<file path="config.mk">
export PLATFORM = sky130hd
export DESIGN_NAME = bios_load_arbiter
export DESIGN_NICKNAME = d
export VERILOG_FILES = /design/src/rtl/pcxt_pkg.sv /design/src/rtl/bios_load_arbiter.sv
export SDC_FILE = /design/constraint.sdc
export NUM_CORES = 1
export LEC_CHECK = 0
export ABC_AREA = 0
export BUFFER_PORTS_ARGS = -buffer_cell sky130_fd_sc_hd__buf_2
export CORE_MARGIN = 5
export CORE_UTILIZATION = 49
export DETAILED_ROUTE_END_ITERATION = 7
export PLACE_DENSITY_LB_ADDON = 0.1
export SLEW_MARGIN = 15
export SYNTH_ARGS = -nofsm -noshare
export SYNTH_HDL_FRONTEND = slang
export SYNTH_SLANG_ARGS = --single-unit
</file>
<file path="constraint.sdc">
create_clock -name clk_sys -period 5.4 [get_ports clk_sys]
set_clock_uncertainty 0.1 [all_clocks]
set_input_delay 0.54 -clock clk_sys [delete_from_list [all_inputs] [get_ports clk_sys]]
set_output_delay 0.54 -clock clk_sys [all_outputs]
set_load 0.1 [all_outputs]
</file>
<file path="src/rtl/pcxt_pkg.sv">
// pcxt_pkg: shared types and constants for the PC/XT BIOS loader path.
//   load_state_e       - BIOS load arbiter FSM states
//   BIOS_INDEX_DEFAULT - ioctl_index that selects a BIOS download
//   LOAD_COUNT_MAX     - saturation value of the committed-byte counter
//   sat_inc()          - saturating increment for the byte counter
package pcxt_pkg;

   typedef enum logic [2:0] {
      ST_IDLE  = 3'd0,
      ST_GRANT = 3'd1,
      ST_LOAD  = 3'd2,
      ST_FLUSH = 3'd3,
      ST_DONE  = 3'd4
   } load_state_e;

   localparam logic [7:0]  BIOS_INDEX_DEFAULT = 8'h00;
   localparam logic [16:0] LOAD_COUNT_MAX     = 17'h10000;

   function automatic logic [16:0] sat_inc(input logic [16:0] v);
      return (v == LOAD_COUNT_MAX) ? v : v + 17'd1;
   endfunction

endpackage

</file>
<file path="src/rtl/bios_load_arbiter.sv">
// bios_load_arbiter: shares a single-port BIOS RAM between the CPU and the
// ioctl loader stream. The CPU owns the RAM while idle; a download with the
// BIOS index takes it over, streams bytes through a 1-entry write buffer and
// hands it back once the last byte is committed.
//
// Ports
//   clk_sys, reset                      clock, synchronous active-high reset
//   ioctl_download/index/wr/addr/dout   loader write stream
//   ioctl_wait                          loader back-pressure
//   cpu_en/we/addr/din                  CPU BIOS-window access
//   cpu_dout, cpu_ready                 CPU read data, CPU hold (low = held)
//   mem_en/we/addr/din, mem_dout        BIOS RAM port (1-cycle read latency)
//   bios_loaded, load_err, load_count   sticky done, sticky drop, bytes committed
//
// state    | meaning
// ---------+-------------------------------------------------------------
// IDLE     | CPU owns the RAM, waiting for a BIOS download
// GRANT    | one dead cycle so an in-flight CPU read completes
// LOAD     | loader owns the RAM, buffer fills and drains every cycle
// FLUSH    | download ended, commit any byte still in the buffer
// DONE     | mark BIOS loaded, then hand the RAM back to the CPU
module bios_load_arbiter
   import pcxt_pkg::*;
#(
   parameter logic [7:0] BIOS_INDEX    = BIOS_INDEX_DEFAULT,
   parameter bit         WRITE_PROTECT = 1'b1
) (
   input  logic        clk_sys,
   input  logic        reset,
   input  logic        ioctl_download,
   input  logic [7:0]  ioctl_index,
   input  logic        ioctl_wr,
   input  logic [15:0] ioctl_addr,
   input  logic [7:0]  ioctl_dout,
   output logic        ioctl_wait,
   input  logic        cpu_en,
   input  logic        cpu_we,
   input  logic [15:0] cpu_addr,
   input  logic [7:0]  cpu_din,
   output logic [7:0]  cpu_dout,
   output logic        cpu_ready,
   output logic        mem_en,
   output logic        mem_we,
   output logic [15:0] mem_addr,
   output logic [7:0]  mem_din,
   input  logic [7:0]  mem_dout,
   output logic        bios_loaded,
   output logic        load_err,
   output logic [16:0] load_count
);

   load_state_e state_q, state_d;
   logic        buf_valid_q, buf_valid_d;
   logic [15:0] buf_addr_q, buf_addr_d;
   logic [7:0]  buf_data_q, buf_data_d;
   logic        bios_loaded_q, bios_loaded_d;
   logic        load_err_q, load_err_d;
   logic [16:0] load_count_q, load_count_d;

   logic start, loader_owns, wait_int, accept, drop, commit, wr_protect;

   assign start       = (state_q == ST_IDLE) && ioctl_download && (ioctl_index == BIOS_INDEX);
   // While reset is high the block behaves as IDLE with its reset-time flags,
   // so the CPU is never stalled and a buffered byte is never written.
   assign loader_owns = !reset && (state_q != ST_IDLE);
   assign wait_int    = !reset && buf_valid_q && (state_q != ST_LOAD);
   assign accept      = ioctl_wr && !wait_int && ((state_q == ST_GRANT) || (state_q == ST_LOAD));
   assign drop        = ioctl_wr && wait_int;
   assign commit      = buf_valid_q && ((state_q == ST_LOAD) || (state_q == ST_FLUSH));
   assign wr_protect  = WRITE_PROTECT && bios_loaded_q && !reset;

   always_comb begin
      state_d       = state_q;
      buf_valid_d   = buf_valid_q;
      buf_addr_d    = buf_addr_q;
      buf_data_d    = buf_data_q;
      bios_loaded_d = bios_loaded_q;
      load_err_d    = load_err_q;
      load_count_d  = load_count_q;

      // A capture takes priority over the drain so that a fill and a drain
      // in the same LOAD cycle leave the new byte valid.
      if (accept) begin
         buf_valid_d = 1'b1;
         buf_addr_d  = ioctl_addr;
         buf_data_d  = ioctl_dout;
      end else if (commit) begin
         buf_valid_d = 1'b0;
      end

      if (drop) begin
         load_err_d = 1'b1;
      end
      if (commit) begin
         load_count_d = sat_inc(load_count_q);
      end

      case (state_q)
         ST_IDLE: begin
            if (start) begin
               state_d      = ST_GRANT;
               load_count_d = '0;
            end
         end
         ST_GRANT: state_d = ST_LOAD;
         ST_LOAD: begin
            if (!ioctl_download) begin
               state_d = ST_FLUSH;
            end
         end
         ST_FLUSH: begin
            // Registered so the flag is already high while in DONE.
            state_d       = ST_DONE;
            bios_loaded_d = 1'b1;
         end
         ST_DONE: state_d = ST_IDLE;
         default: state_d = ST_IDLE;
      endcase
   end

   always_ff @(posedge clk_sys) begin
      if (reset) begin
         state_q       <= ST_IDLE;
         buf_valid_q   <= 1'b0;
         buf_addr_q    <= '0;
         buf_data_q    <= '0;
         bios_loaded_q <= 1'b0;
         load_err_q    <= 1'b0;
         load_count_q  <= '0;
      end else begin
         state_q       <= state_d;
         buf_valid_q   <= buf_valid_d;
         buf_addr_q    <= buf_addr_d;
         buf_data_q    <= buf_data_d;
         bios_loaded_q <= bios_loaded_d;
         load_err_q    <= load_err_d;
         load_count_q  <= load_count_d;
      end
   end

   always_comb begin
      if (loader_owns) begin
         mem_en   = commit;
         mem_we   = commit;
         mem_addr = buf_addr_q;
         mem_din  = buf_data_q;
      end else begin
         mem_en   = cpu_en;
         mem_we   = cpu_we && !wr_protect;
         mem_addr = cpu_addr;
         mem_din  = cpu_din;
      end
   end

   assign cpu_ready   = !loader_owns;
   assign cpu_dout    = mem_dout;
   assign ioctl_wait  = wait_int;
   assign bios_loaded = bios_loaded_q;
   assign load_err    = load_err_q;
   assign load_count  = load_count_q;

endmodule
</file>
==> metrics.csv, run 1 <==
metric,value,unit
outcome,completed,
internal power,494,uW
Setup-failing EPs final,0,
syn_nets,354,
Synth Area in Simple Gates,20.8,%
vias in the first global route,2275,
top-count cell post-synth,dfxtp_1,
Leakage,1.23,nW
hpwl dp,4440,um
Synth area leaders,"dfxtp_1, mux2_2, a21oi_1",
Yosys warnings,0,
Die Footprint,6430,sq um
Hold Crit Depth,2,
hold slack,0.369,ns
TritonRoute pass-1 iters,4,
share of the synthesized area in the top cell type,39.0,%
Total GRT Usage,18.9,%
final instance area,3010,sq um
Yosys cell types,46,
Synth Area in XOR/XNOR,2.54,%
setup TNS,0,ns
area grow syn2layout,24.7,%
Synth area leader,dfxtp_1,
diode count,0,
initial antenna violation count,1,
proportion of synthesized chip area in sequential cells,39.0,%
setup slack at placement,1.96,ns
PD cells,236,nW/um^2
fillcell total,452,
clock slew at reported path FFs,0.08,ns
Switching Power,215,uW
hold buffers post-CTS,0,
core footprint,4750,sq um
total power,709,uW
drt drc,0,
Max Fanout on Critical Path,30,
"Req. time, crit path",4.76,ns
Compound-Gate Fraction of Synth Area,17.8,%
PortBufs,108,
Fmax,294,MHz
Max-slew headroom,21.1,%
share of cells above drive strength 1,40.4,%
crit end category,primary output,
kind of critical path,primary input to primary output,
Comb pwr share,18.8,%
post-route antenna net violation count,0,
post-CTS setup buffers,0,
sw frac,30.3,%
"top cells by count, synth","dfxtp_1, a21oi_1, nand3_1, o21ai_0, mux2_2",
post-synthesis mux area share,12.1,%
largest family of logic cells by synthesized area,simple AND/OR/NAND/NOR gates,
clk_lat worst skew,0.30,ns
drt total wl,6080,um
initial core utilization,50.7,%
asr flop ratio synth,0,%
final setup margin,2.00,ns
die height,80.2,um
final worst-path cycle share,62.9,%
Min-Delay Path Class,primary input to flop,
post-CTS sizing,0,
WP data arrival,2.76,ns
Adder-Cell Fraction of Synth Area,1.04,%
Clock Tree Buf Depth,2,
I/O pin count,125,
critical path launch point type,primary input,
largest net degree at the start of global routing,31,
Clock Sinks,47,
Worst VDD drop,187,uV
Clock power frac,32.3,%
final hold vios,0,
number of synthesized register bits,47,
"Slew Viols, Final",0,
Synth Flop Type,dfxtp_1,
total CTS buffers,5,
MaxCap Viol Count,0,
first-pass GRT wire length,9890,um
H-tree lvl count,2,
Post-synth EDFFs,0,
Slew @ Worst Pin,1.18,ns
clock root cell,clkbuf_8,
# rows,25,
fin crit period,3.40,ns
syn avg cell area,8.55,sq um
number of DRC markers in iteration 0,79,
GRT overflow,0,
Netlist Area Pre-Place,2410,sq um
global placement routability congestion,0.864,
CTS tree,yes,
wire length per cell,13.9,um
Sequential Power Share,48.9,%
RSZ-0062 raised after global routing,false,
Cells after Synth,282,
placed instance area,2910,sq um
via/cell ratio,5.32,
fin nets,442,
Chip Width,80.2,um
Register-to-Register Path Depth,4,
DR vias,2332,
through the flow:
step / util [%] / instances
after floorplan: - / 282
after global placement: 61.2 / 430
after detailed placement: 61.2 / 430
after CTS: 63.3 / 438
after global routing: 63.3 / 438
final: 63.3 / 438
worst paths after layout:
| check | start | endpoint | slack, ns |
|---|---|---|---|
| setup / recovery | reset | mem_addr[10] | 2.00 |
| hold reg to reg | buf_addr_q[3] | buf_addr_q[3] | 0.38 |
| hold / removal | ioctl_wr | load_err | 0.37 |
| setup reg to reg | state_q[2] | load_count[16] | 3.07 |
layer usage:
metal  wire length [um]  GRT usage, %
met5                  7             0
met4                 47          4.73
met3                498          6.28
met2               3130          34.4
met1               2400          21.0
layout by cell type, fill, tap and decap left out, drive strengths merged, types with 2 or more instances in the layout:
master / instances
clkbuf: 8
or2: 3
a21oi: 33
nor3: 2
buf: 108
o211ai: 2
nor4: 5
nand4: 5
nand2: 5
nor2: 10
nand3: 32
inv: 7
and4: 2
or3: 5
nand2b: 4
o21a: 2
nor2b: 2
ha: 2
o21ai: 34
nor4b: 2
xor2: 4
xnor2: 3
o31ai: 4
mux2: 25
dfxtp: 47
or4: 4
cells by family after synthesis:
family / Yosys count
simple gates: 87
compound gates: 79
flops: 47
buf+inv: 34
mux: 26
xor+xnor: 7
fa+ha+maj: 2
final cells by class:
type                       instances  area, sq um  area share, %
sequential                        47          941           31.3
multi-input combinational        201         1320           43.8
inverter                           7         26.3          0.874
tap                               67         83.8           2.79
clock buffer                       8          100           3.33
timing repair buffer             108          541           18.0
critical path: stages:
cell,delay (ns)
buf_2,0.44
inv_1,0.22
nand2_1,0.81
mux2_2,0.30
buf_2,0.42
registers in the layout, summed over array words and instances, names as in the netlist:
register / flops
buf_data_q: 8
buf_valid_q: 1
buf_addr_q: 16
state_q: 3
load_count: 17
load_err: 1
bios_loaded: 1
power by group through the flow:
stage,Combinational (mW),Clock (mW),Sequential (mW)
final,0.134,0.229,0.347
after global routing,0.140,0.248,0.347
after CTS,0.134,0.237,0.347
after detailed placement,0.134,0,0.355
after global placement,0.133,0,0.355
after floorplan,0.127,0,0.355
(Power assumes the default switching activity.)
==> run 2, diff against run 1 <==
Settings changed: CORE_UTILIZATION 49 to 41.
Clock period 5.4 ns to 2.8 ns, I/O delays scaled along.
==> run 2 against run 1 <==
  * Via count increased by 2.7%
  * Sequential cell count unchanged
  * Power increased by 100%
  * Global-route usage decreased by 0.82 points
  * Sequential share of layout area decreased by 4.0 points
  * Die area increased by 17%
  * Cell count increased by 3.2%
  * First-iteration DRC count increased by 2.5%
  * Worst hold slack got worse by 0.24 ns
  * Sequential power increased by 93%
  * Non-clock buffer count increased by 6
  * Worst setup slack got worse by 1.6 ns
  * Critical path type is now flop to primary output
  * Largest cell class unchanged
==> metrics.csv, run 2 (same netlist as run 1, synthesis figures left out) <==
metric,value,unit
outcome,completed,
hpwl dp,5240,um
"commonest non-fill, non-tap cell in the layout",buf_2,
drt total wl,6850,um
crit end category,primary output,
"Slew Viols, Final",0,
"Req. time, crit path",2.42,ns
Chip Width,86.7,um
RSZ-0062 raised after global routing,false,
Clock Tree Buf Depth,2,
via/cell ratio,5.30,
Worst VDD drop,231,uV
max reg flops,17,
Finished Layout Cells,452,
number of DRC markers in iteration 0,81,
largest net degree at the start of global routing,26,
hold_sp,ioctl_dout[4],
kind of critical path,flop to primary output,
final worst-path cycle share,86.8,%
post-CTS sizing,0,
total CTS buffers,5,
total power,1.45,mW
post-route antenna net violation count,0,
fin crit period,2.43,ns
hold buffers post-CTS,0,
Slew @ Worst Pin,0.807,ns
drt drc,0,
CTS tree,yes,
worst r2r dst,load_count[16],
Leakage,1.40,nW
Min-Delay Path Class,primary input to flop,
initial core utilization,41.5,%
WP data arrival,2.05,ns
Max Fanout on Critical Path,14,
PortBufs,108,
clk_lat worst skew,0.29,ns
Register-to-Register Path Depth,4,
Hold Crit Depth,3,
vias in the first global route,2448,
hold slack,0.129,ns
Setup-failing EPs final,0,
Max-slew headroom,46.2,%
MaxCap Viol Count,0,
post-CTS setup buffers,0,
Hold Crit Endpoint,buf_data_q[4],
core footprint,5820,sq um
global placement routability congestion,0.775,
placed insts,444,
Clock Sinks,47,
Total GRT Usage,18.1,%
die height,86.7,um
final hold vios,0,
Die Footprint,7520,sq um
# rows,28,
clock slew at reported path FFs,0.09,ns
GRT overflow,0,
initial antenna violation count,0,
diode count,0,
critical path launch point type,flop,
TritonRoute pass-1 iters,4,
area grow syn2layout,43.2,%
share of cells above drive strength 1,41.4,%
H-tree lvl count,2,
DR vias,2394,
worst reg-to-reg setup slack,0.57,ns
fin nets,448,
first-pass GRT wire length,11100,um
Final Core Density,59.4,%
clock root cell,clkbuf_8,
fillcell total,553,
r2r startpoint,state_q[2],
PD cells,421,nW/um^2
"commonest cells after routing, fill and taps aside","buf_2, dfxtp_1, nand3_1, a21oi_1, o21ai_0",
wire length per cell,15.2,um
I/O pin count,125,
Fmax,412,MHz
[run 2: cell types whose count changed in the layout (fill, tap and decap cells not counted)]
cell     before  now
buf_4         0    6
buf_2       108   82
buf_12        0   26
o21ai_0      32   30
o21ai_1       1    3
[run 2: how the worst max path moves through the flow]
stage,start,endpoint,slack (ns),depth (start not counted)
3_5_place_dp,state_q[2],load_count[16],0.59,4
6_report,state_q[0],mem_addr[11],0.37,5
3_3_place_gp,state_q[2],load_count[16],0.65,4
2_1_floorplan,state_q[1],mem_en,-0.28,5
5_1_grt,state_q[0],mem_addr[11],0.27,5
4_1_cts,state_q[0],mem_addr[11],0.35,5
[run 2: final cells by class]
| cell class | count | area, sq um | share of cell area (%) |
|---|---|---|---|
| clock buffer | 8 | 100 | 2.90 |
| sequential | 47 | 941 | 27.2 |
| multi-input combinational | 201 | 1320 | 38.1 |
| inverter | 7 | 26.3 | 0.761 |
| tap | 75 | 93.8 | 2.72 |
| timing repair buffer | 114 | 976 | 28.3 |
[run 2: layer usage]
metal / vias up / share of wire [%] / global-route usage (%)
met4: 0 / 2.4 / 6.80
met2: 83 / 49 / 30.7
met1: 1087 / 40 / 20.6
met5: - / 0 / 0
met3: 17 / 8.6 / 6.75
li1: 1207 / - / -
[run 2: critical path: stages (launching register included)]
cell and delay, ns:
dfxtp_1 0.36, or3_1 0.46, nand2_1 0.13, buf_4 0.23
mux2_2 0.39, buf_12 0.17
[run 2: metrics by stage]
stage	setup WS [ns]	cell area [sq um]	TNS (ns)
after global placement	0.654	3350	0
after floorplan	-0.284	2410	-0.569
after detailed placement	0.592	3350	0
after global routing	0.268	3450	0
after CTS	0.355	3450	0
final	0.370	3450	0
[run 2: report_power, final]
group,internal (mW),total (mW),switching (mW)
logic,0.125,0.339,0.214
registers,0.668,0.668,0.000306
clock network,0.226,0.444,0.219
total,1.02,1.45,0.433
